File: src/rtl/ex_pkg.sv
// Shared types and constants for the ID/EX issue stage: ALU funct codes,
// default widths, the held-entry record and the immediate extension helper.
package ex_pkg;

    localparam int EX_DATA_W   = 32;
    localparam int EX_REG_ID_W = 5;
    localparam int EX_IMM_W    = 16;

    localparam logic [5:0] FN_ADD  = 6'b100000;
    localparam logic [5:0] FN_SUB  = 6'b100010;
    localparam logic [5:0] FN_MULT = 6'b011000;
    localparam logic [5:0] FN_DIV  = 6'b011010;
    localparam logic [5:0] FN_AND  = 6'b100100;
    localparam logic [5:0] FN_OR   = 6'b100101;
    localparam logic [5:0] FN_NOR  = 6'b100111;
    localparam logic [5:0] FN_XOR  = 6'b100110;
    localparam logic [5:0] FN_SLT  = 6'b101010;
    localparam logic [5:0] FN_EQ   = 6'b111111;

    typedef struct packed {
        logic [5:0]             funct;
        logic [EX_REG_ID_W-1:0] rs_id;
        logic [EX_REG_ID_W-1:0] rt_id;
        logic [EX_REG_ID_W-1:0] rd_id;
        logic [EX_DATA_W-1:0]   op1;
        logic [EX_DATA_W-1:0]   op2;
        logic                   use_rt;
        logic                   reg_write;
    } ex_entry_t;

    function automatic logic [EX_DATA_W-1:0] ext_imm(input logic [EX_IMM_W-1:0] imm,
                                                     input logic               sign_ext);
        logic [EX_DATA_W-EX_IMM_W-1:0] hi;
        if (sign_ext) begin
            hi = {(EX_DATA_W-EX_IMM_W){imm[EX_IMM_W-1]}};
        end else begin
            hi = {(EX_DATA_W-EX_IMM_W){1'b0}};
        end
        return {hi, imm};
    endfunction

endpackage

File: src/rtl/ex_issue_stage_if.sv
// Decode-to-ALU bus of the issue stage: input offer, flush, forwarding sources
// and the ALU-facing output handshake. master = pipeline driver, slave = stage.
interface ex_issue_stage_if #(
    parameter int DATA_W   = 32,
    parameter int REG_ID_W = 5,
    parameter int IMM_W    = 16
);
    logic                in_valid;
    logic                in_ready;
    logic [5:0]          in_funct;
    logic [REG_ID_W-1:0] in_rs_id;
    logic [REG_ID_W-1:0] in_rt_id;
    logic [REG_ID_W-1:0] in_rd_id;
    logic [DATA_W-1:0]   in_rs_val;
    logic [DATA_W-1:0]   in_rt_val;
    logic [IMM_W-1:0]    in_imm;
    logic                in_use_imm;
    logic                in_imm_signed;
    logic                in_reg_write;
    logic                flush;
    logic                exm_reg_write;
    logic [REG_ID_W-1:0] exm_rd_id;
    logic [DATA_W-1:0]   exm_result;
    logic                wb_reg_write;
    logic [REG_ID_W-1:0] wb_rd_id;
    logic [DATA_W-1:0]   wb_data;
    logic                out_valid;
    logic                out_ready;
    logic [5:0]          alu_selector;
    logic [DATA_W-1:0]   alu_input1;
    logic [DATA_W-1:0]   alu_input2;
    logic [REG_ID_W-1:0] out_rd_id;
    logic                out_reg_write;

    modport master (
        output in_valid, in_funct, in_rs_id, in_rt_id, in_rd_id, in_rs_val, in_rt_val,
               in_imm, in_use_imm, in_imm_signed, in_reg_write, flush,
               exm_reg_write, exm_rd_id, exm_result, wb_reg_write, wb_rd_id, wb_data,
               out_ready,
        input  in_ready, out_valid, alu_selector, alu_input1, alu_input2,
               out_rd_id, out_reg_write
    );

    modport slave (
        input  in_valid, in_funct, in_rs_id, in_rt_id, in_rd_id, in_rs_val, in_rt_val,
               in_imm, in_use_imm, in_imm_signed, in_reg_write, flush,
               exm_reg_write, exm_rd_id, exm_result, wb_reg_write, wb_rd_id, wb_data,
               out_ready,
        output in_ready, out_valid, alu_selector, alu_input1, alu_input2,
               out_rd_id, out_reg_write
    );
endinterface

File: src/rtl/ex_issue_stage_fwd_mux.sv
// One operand's forwarding select: EX/MEM beats MEM/WB beats the held value;
// register 0 never matches.
module fwd_mux #(
    parameter int DATA_W   = 32,
    parameter int REG_ID_W = 5
) (
    input  logic                en_i,
    input  logic [REG_ID_W-1:0] src_id_i,
    input  logic [DATA_W-1:0]   held_i,
    input  logic                exm_reg_write_i,
    input  logic [REG_ID_W-1:0] exm_rd_id_i,
    input  logic [DATA_W-1:0]   exm_result_i,
    input  logic                wb_reg_write_i,
    input  logic [REG_ID_W-1:0] wb_rd_id_i,
    input  logic [DATA_W-1:0]   wb_data_i,
    output logic [DATA_W-1:0]   val_o
);
    logic src_nz_s;
    logic exm_hit_s;
    logic wb_hit_s;

    assign src_nz_s  = (src_id_i != {REG_ID_W{1'b0}});
    assign exm_hit_s = en_i && src_nz_s && exm_reg_write_i && (exm_rd_id_i == src_id_i);
    assign wb_hit_s  = en_i && src_nz_s && wb_reg_write_i && (wb_rd_id_i == src_id_i);

    // Priority select of the youngest producer.
    always_comb begin
        val_o = held_i;
        if (exm_hit_s) begin
            val_o = exm_result_i;
        end else if (wb_hit_s) begin
            val_o = wb_data_i;
        end else begin
            val_o = held_i;
        end
    end
endmodule

File: src/rtl/ex_issue_stage.sv
// ID/EX register feeding the ALU. EX_FORWARD_EN selects operand forwarding;
// when undefined, dependent instructions are held at the input instead.
module ex_issue_stage
    import ex_pkg::*;
#(
    parameter int DATA_W   = EX_DATA_W,
    parameter int REG_ID_W = EX_REG_ID_W,
    parameter int IMM_W    = EX_IMM_W
) (
    input  logic             clk,
    input  logic             rst_n,
    ex_issue_stage_if.slave  bus
);
    ex_entry_t           entry_q, entry_d;
    logic                valid_q, valid_d;
    logic [DATA_W-1:0]   op1_s, op2_s;
    logic [IMM_W-1:0]    imm_s;
    logic                hazard_s;
    logic                ready_s;
    logic                capture_s;

    assign imm_s = bus.in_imm;

`ifdef EX_FORWARD_EN
    fwd_mux #(.DATA_W(DATA_W), .REG_ID_W(REG_ID_W)) u_fwd_rs (
        .en_i(valid_q), .src_id_i(entry_q.rs_id), .held_i(entry_q.op1),
        .exm_reg_write_i(bus.exm_reg_write), .exm_rd_id_i(bus.exm_rd_id),
        .exm_result_i(bus.exm_result), .wb_reg_write_i(bus.wb_reg_write),
        .wb_rd_id_i(bus.wb_rd_id), .wb_data_i(bus.wb_data), .val_o(op1_s)
    );

    // Immediate operands must never be replaced by a forwarded register value.
    fwd_mux #(.DATA_W(DATA_W), .REG_ID_W(REG_ID_W)) u_fwd_rt (
        .en_i(valid_q && entry_q.use_rt), .src_id_i(entry_q.rt_id), .held_i(entry_q.op2),
        .exm_reg_write_i(bus.exm_reg_write), .exm_rd_id_i(bus.exm_rd_id),
        .exm_result_i(bus.exm_result), .wb_reg_write_i(bus.wb_reg_write),
        .wb_rd_id_i(bus.wb_rd_id), .wb_data_i(bus.wb_data), .val_o(op2_s)
    );

    assign hazard_s = 1'b0;
`else
    logic rs_busy_s, rt_busy_s;
    logic fwd_path_unused_s;

    function automatic logic id_busy(input logic [REG_ID_W-1:0] id,
                                     input logic held_w, input logic [REG_ID_W-1:0] held_rd,
                                     input logic exm_w,  input logic [REG_ID_W-1:0] exm_rd,
                                     input logic wb_w,   input logic [REG_ID_W-1:0] wb_rd);
        return (id != {REG_ID_W{1'b0}}) &&
               ((held_w && (held_rd == id)) || (exm_w && (exm_rd == id)) ||
                (wb_w && (wb_rd == id)));
    endfunction

    assign op1_s = entry_q.op1;
    assign op2_s = entry_q.op2;

    // An offered instruction waits while any in-flight producer owns a source it reads.
    assign rs_busy_s = id_busy(bus.in_rs_id, valid_q && entry_q.reg_write, entry_q.rd_id,
                               bus.exm_reg_write, bus.exm_rd_id, bus.wb_reg_write, bus.wb_rd_id);
    assign rt_busy_s = !bus.in_use_imm &&
                       id_busy(bus.in_rt_id, valid_q && entry_q.reg_write, entry_q.rd_id,
                               bus.exm_reg_write, bus.exm_rd_id, bus.wb_reg_write, bus.wb_rd_id);
    assign hazard_s  = rs_busy_s || rt_busy_s;

    assign fwd_path_unused_s = ^{bus.exm_result, bus.wb_data, entry_q.rs_id,
                                 entry_q.rt_id, entry_q.use_rt};
`endif

    assign ready_s   = (!valid_q || bus.out_ready) && !hazard_s;
    assign capture_s = bus.in_valid && ready_s && !bus.flush;

    // Next-state: flush beats capture; a stalled entry absorbs forwarded values.
    always_comb begin
        entry_d = entry_q;
        valid_d = valid_q;
        if (bus.flush) begin
            valid_d = 1'b0;
        end else if (capture_s) begin
            valid_d           = 1'b1;
            entry_d.funct     = bus.in_funct;
            entry_d.rs_id     = bus.in_rs_id;
            entry_d.rt_id     = bus.in_rt_id;
            entry_d.rd_id     = bus.in_rd_id;
            entry_d.op1       = bus.in_rs_val;
            entry_d.op2       = bus.in_use_imm ? ext_imm(imm_s, bus.in_imm_signed)
                                               : bus.in_rt_val;
            entry_d.use_rt    = !bus.in_use_imm;
            entry_d.reg_write = bus.in_reg_write;
        end else if (valid_q && bus.out_ready) begin
            valid_d = 1'b0;
        end else if (valid_q) begin
            entry_d.op1 = op1_s;
            entry_d.op2 = op2_s;
        end else begin
            valid_d = valid_q;
        end
    end

    // Pipeline register.
    always_ff @(posedge clk or negedge rst_n) begin
        if (!rst_n) begin
            entry_q <= '0;
            valid_q <= 1'b0;
        end else begin
            entry_q <= entry_d;
            valid_q <= valid_d;
        end
    end

    assign bus.in_ready      = ready_s;
    assign bus.out_valid     = valid_q;
    assign bus.alu_selector  = entry_q.funct;
    assign bus.alu_input1    = op1_s;
    assign bus.alu_input2    = op2_s;
    assign bus.out_rd_id     = entry_q.rd_id;
    assign bus.out_reg_write = entry_q.reg_write;
endmodule

File: src/flat_wrapper.sv
// flat-port wrapper written by rule: the top's interface ports become plain ports
module ex_issue_stage_flat import ex_pkg::*;
#(
    parameter int DATA_W   = EX_DATA_W,
    parameter int REG_ID_W = EX_REG_ID_W,
    parameter int IMM_W    = EX_IMM_W
)
  (clk, rst_n, bus_in_valid, bus_in_funct, bus_in_rs_id, bus_in_rt_id, bus_in_rd_id, bus_in_rs_val, bus_in_rt_val, bus_in_imm, bus_in_use_imm, bus_in_imm_signed, bus_in_reg_write, bus_flush, bus_exm_reg_write, bus_exm_rd_id, bus_exm_result, bus_wb_reg_write, bus_wb_rd_id, bus_wb_data, bus_out_ready, bus_in_ready, bus_out_valid, bus_alu_selector, bus_alu_input1, bus_alu_input2, bus_out_rd_id, bus_out_reg_write);
  ex_issue_stage_if #(.DATA_W(DATA_W), .REG_ID_W(REG_ID_W), .IMM_W(IMM_W)) bus_i ();
  input  logic clk;
  input  logic rst_n;
  input wire logic [$bits(bus_i.in_valid)-1:0] bus_in_valid;
  input wire logic [$bits(bus_i.in_funct)-1:0] bus_in_funct;
  input wire logic [$bits(bus_i.in_rs_id)-1:0] bus_in_rs_id;
  input wire logic [$bits(bus_i.in_rt_id)-1:0] bus_in_rt_id;
  input wire logic [$bits(bus_i.in_rd_id)-1:0] bus_in_rd_id;
  input wire logic [$bits(bus_i.in_rs_val)-1:0] bus_in_rs_val;
  input wire logic [$bits(bus_i.in_rt_val)-1:0] bus_in_rt_val;
  input wire logic [$bits(bus_i.in_imm)-1:0] bus_in_imm;
  input wire logic [$bits(bus_i.in_use_imm)-1:0] bus_in_use_imm;
  input wire logic [$bits(bus_i.in_imm_signed)-1:0] bus_in_imm_signed;
  input wire logic [$bits(bus_i.in_reg_write)-1:0] bus_in_reg_write;
  input wire logic [$bits(bus_i.flush)-1:0] bus_flush;
  input wire logic [$bits(bus_i.exm_reg_write)-1:0] bus_exm_reg_write;
  input wire logic [$bits(bus_i.exm_rd_id)-1:0] bus_exm_rd_id;
  input wire logic [$bits(bus_i.exm_result)-1:0] bus_exm_result;
  input wire logic [$bits(bus_i.wb_reg_write)-1:0] bus_wb_reg_write;
  input wire logic [$bits(bus_i.wb_rd_id)-1:0] bus_wb_rd_id;
  input wire logic [$bits(bus_i.wb_data)-1:0] bus_wb_data;
  input wire logic [$bits(bus_i.out_ready)-1:0] bus_out_ready;
  output wire logic [$bits(bus_i.in_ready)-1:0] bus_in_ready;
  output wire logic [$bits(bus_i.out_valid)-1:0] bus_out_valid;
  output wire logic [$bits(bus_i.alu_selector)-1:0] bus_alu_selector;
  output wire logic [$bits(bus_i.alu_input1)-1:0] bus_alu_input1;
  output wire logic [$bits(bus_i.alu_input2)-1:0] bus_alu_input2;
  output wire logic [$bits(bus_i.out_rd_id)-1:0] bus_out_rd_id;
  output wire logic [$bits(bus_i.out_reg_write)-1:0] bus_out_reg_write;
  assign bus_i.in_valid = bus_in_valid;
  assign bus_i.in_funct = bus_in_funct;
  assign bus_i.in_rs_id = bus_in_rs_id;
  assign bus_i.in_rt_id = bus_in_rt_id;
  assign bus_i.in_rd_id = bus_in_rd_id;
  assign bus_i.in_rs_val = bus_in_rs_val;
  assign bus_i.in_rt_val = bus_in_rt_val;
  assign bus_i.in_imm = bus_in_imm;
  assign bus_i.in_use_imm = bus_in_use_imm;
  assign bus_i.in_imm_signed = bus_in_imm_signed;
  assign bus_i.in_reg_write = bus_in_reg_write;
  assign bus_i.flush = bus_flush;
  assign bus_i.exm_reg_write = bus_exm_reg_write;
  assign bus_i.exm_rd_id = bus_exm_rd_id;
  assign bus_i.exm_result = bus_exm_result;
  assign bus_i.wb_reg_write = bus_wb_reg_write;
  assign bus_i.wb_rd_id = bus_wb_rd_id;
  assign bus_i.wb_data = bus_wb_data;
  assign bus_i.out_ready = bus_out_ready;
  assign bus_in_ready = bus_i.in_ready;
  assign bus_out_valid = bus_i.out_valid;
  assign bus_alu_selector = bus_i.alu_selector;
  assign bus_alu_input1 = bus_i.alu_input1;
  assign bus_alu_input2 = bus_i.alu_input2;
  assign bus_out_rd_id = bus_i.out_rd_id;
  assign bus_out_reg_write = bus_i.out_reg_write;
  ex_issue_stage #(.DATA_W(DATA_W), .REG_ID_W(REG_ID_W), .IMM_W(IMM_W)) u_core (.clk(clk), .rst_n(rst_n), .bus(bus_i));
endmodule
File: config.mk
export PLATFORM = sky130hd
export DESIGN_NAME = ex_issue_stage_flat
export DESIGN_NICKNAME = d
export VERILOG_FILES = /design/src/rtl/ex_pkg.sv /design/src/rtl/ex_issue_stage_if.sv /design/src/rtl/ex_issue_stage_fwd_mux.sv /design/src/rtl/ex_issue_stage.sv /design/src/flat_wrapper.sv
export SDC_FILE = /design/constraint.sdc
export NUM_CORES = 1
export LEC_CHECK = 0
export ABC_AREA = 1
export CORE_ASPECT_RATIO = 0.5
export CORE_MARGIN = 2
export CORE_UTILIZATION = 33
export CTS_BUF_LIST = sky130_fd_sc_hd__clkbuf_16
export CTS_CLUSTER_DIAMETER = 150
export CTS_CLUSTER_SIZE = 25
export DETAILED_ROUTE_END_ITERATION = 6
export HOLD_SLACK_MARGIN = 0.05
export PLACE_DENSITY = 0.8
export SKIP_CTS_REPAIR_TIMING = 1
export SLEW_MARGIN = 20
export SYNTH_ARGS = -nofsm -noshare
export SYNTH_HDL_FRONTEND = slang
export SYNTH_SLANG_ARGS = --single-unit
File: constraint.sdc
create_clock -name clk -period 1.5 [get_ports clk]
set_input_delay 0.3 -clock clk [delete_from_list [all_inputs] [get_ports clk]]
set_output_delay 0.3 -clock clk [all_outputs]
set_load 0.1 [all_outputs]
==> results.yml <==
drt:
  vias: 4905
  via_per_inst: 5.28
  wl_mm: 18.1
  wire_per_inst_um: 19.4
  first_iter_violations: 451
  first_pass_iters: 7
  antenna_left: 0
  drcViolationCount: 2
sta:
  slew_headroom_pct: 69.3
  setup_viol: 78
  clock-skew-final_ns: 0.00846
  clock.fmax_mhz: 499
  slew_violations: 0
  rsz0062_at_grt: "yes"
  tns_ns: -27.15
  hold_violations: 0
  finalCriticalPeriod_ns: 2.00
  max_slew.worst_pin.slew_ns: 0.458
  setup_slack_ns: -0.503
  period_share_pct: 134
clock_tree:
  cts-buffers-inserted: 9
  htreeDepth: 3
  clk_latency_ns: 0.35
  cts_buffer_depth: 2
  cts_tree: "yes"
  clk_pin_slew_ns: 0.06
  root_buffer: "clkbuf_16"
  cts.sinks: 77
synth:
  yosysWarnings: 0
  synth_area_per_cell_um2: 7.74
  netlist-cell-type-count: 22
  syn_inst: 528
  synth_area_um2: 4090
  synth.largest_area_cell: "dfrtp_1"
  ys_seq_area_share_pct: 47.2
  ys_ff_latch: 77
  synthTopCellsByArea: "dfrtp_1 (47%), nand2_1 (19%), nand4_1 (12%), mux2_2 (4.4%), inv_1 (3.4%)"
  syn_nets: 713
  synth_top_cell_area_share_pct: 47.2
power_and_ir_drop:
  p_leak_nw: 4.10
  peakVddDrop_v: 0.000761
  pwr-share-seq_pct: 25.7
  pwr-share-clk_pct: 19.6
  combPwrFrac_pct: 54.8
  p_switching_w: 0.00537
  power.total_w: 0.0115
  intPower_w: 0.00609
  sw_frac_of_total_pct: 46.8
  power_density_nw_per_um2: 1410
floorplanning:
  rows: 28
  die_area_um2: 13300
  boundaryPins: 263
  design.core.area_um2: 11900
  fp.dieH_um: 82.7
  die_w_um: 161
  initial_core_util_pct: 34.2
placed_design:
  postPlaceCellArea_um2: 7330
  dp_hpwl_mm: 11.1
  io_buffers: 198
  place.gp.congestion: 0.938
  preCtsSetupSlack_ns: -0.698
grt:
  antenna_found_initial: 0
  grt_usage_pct: 22.7
  grt_pass1_wl_mm: 23.5
  grt_overflow: 0
  grt_max_degree: 78
  grt_pass1_vias: 4689
final_layout:
  nets: 944
  antenna_cells: 0
  design_area_um2: 8120
  final_cell_mix: "nand2_1 (204), clkdlybuf4s50_1 (102), buf_12 (91), nand4_1 (76), dfrtp_1 (70)"
  area_growth_pct: 98.7
  drive_gt1_share_pct: 26.7
  fill_cells: 782
  fin_util_pct: 68.0
  final_common_cell: "nand2_1"
worst_setup_path:
  start_kind: "flip-flop"
  path_max_fanout: 4
  reg2reg_depth: 12
  critPathArrivalTime_ns: 1.70
  end_kind: "output port"
  path_class: "reg2out"
  required_ns: 1.20
flow_run:
  cap_violations: 0
outcome:
  status: "finished, violations left"
  violations: "design-rule violations, negative setup slack"
min_path:
  hold_class: "in2async"
## final cells by class
class                      instances  area (um2)  area share [%]
tap                              165         206            2.54
inverter                          43         161            1.99
clock buffer                       9         225            2.77
sequential                        77        1950            24.1
multi-input combinational        371        1900            23.4
clock inverter                     7        76.3           0.940
timing repair buffer             257        3600            44.3
## worst max-delay path, cell delays in order, from the launching register on
cell and delay, ns:
dfrtp_4 0.50, inv_1 0.07, nand2_1 0.05, nand2_1 0.07
nor2_1 0.05, nand3_2 0.08, nand3_4 0.10, nand2_4 0.09
nand2_4 0.06, nor2_4 0.10, buf_12 0.18
## power groups by stage
stage          Combinational, W  Sequential (W)  Clock, W
2_1_floorplan          0.000721         0.00557         0
3_3_place_gp            0.00594         0.00293         0
3_5_place_dp            0.00600         0.00295         0
4_1_cts                 0.00602         0.00292   0.00224
5_1_grt                 0.00646         0.00298   0.00235
6_report                0.00628         0.00294   0.00224
## cells by family after synthesis
logic type | Yosys count | share of synthesized area [%]
simple gates | 322 | 34.9
buf+inv | 80 | 8.73
flops | 77 | 47.2
compound gates | 27 | 3.55
mux | 16 | 4.41
xor+xnor | 6 | 1.29
## synthesized netlist by cell type
master / count
a21boi_1: 1
a21oi_1: 2
a21oi_2: 1
a31o_2: 1
buf_2: 9
buf_4: 6
buf_6: 3
clkbuf_1: 19
dfrtp_1: 77
inv_1: 37
inv_2: 6
mux2_2: 16
nand2_1: 209
nand2_2: 1
nand3_1: 10
nand4_1: 76
nand4_2: 1
nor2_1: 23
nor3_1: 2
o21ai_0: 19
o21ai_1: 3
xor2_1: 6
## through the flow
step	std cells	hold WS [ns]
final	929	0.517
after global placement	891	0.354
after CTS	907	-0.0102
after detailed placement	891	0.357
after floorplan	528	0.00441
after global routing	929	0.536
## flip-flops by register name, summed over array words and instances (netlist names)
name	flops
u_core.bus.out_rd_id	5
u_core.bus.alu_selector	6
u_core.bus.alu_input1	32
u_core.bus.alu_input2	32
u_core.bus.out_reg_write	1
u_core.bus.out_valid	1
## path summary, 6_finish.rpt
| check | start | end | slack, ns |
|---|---|---|---|
| min reg2reg | u_core.bus.alu_input2[6] | u_core.bus.alu_input2[6] | 0.53 |
| max reg2reg | u_core.bus.out_rd_id[3] | u_core.bus.alu_input1[28] | -0.43 |
| max in group asynchronous | rst_n | u_core.bus.out_valid | 0.61 |
| min in group clk | bus_in_rs_val[12] | u_core.bus.alu_input1[12] | 0.53 |
| min | rst_n | u_core.bus.out_rd_id[1] | 0.52 |
| max | u_core.bus.out_rd_id[3] | bus_in_ready | -0.50 |
## routing by layer
metal,GRT usage (%),vias to the layer above,wire (um)
met3,4.50,66,1060
met4,11.1,0,698
met5,0,-,0
met1,25.6,2373,7120
met2,42.6,263,9180
li1,-,2203,-
No activity file was read; power rests on OpenSTA's default activity.
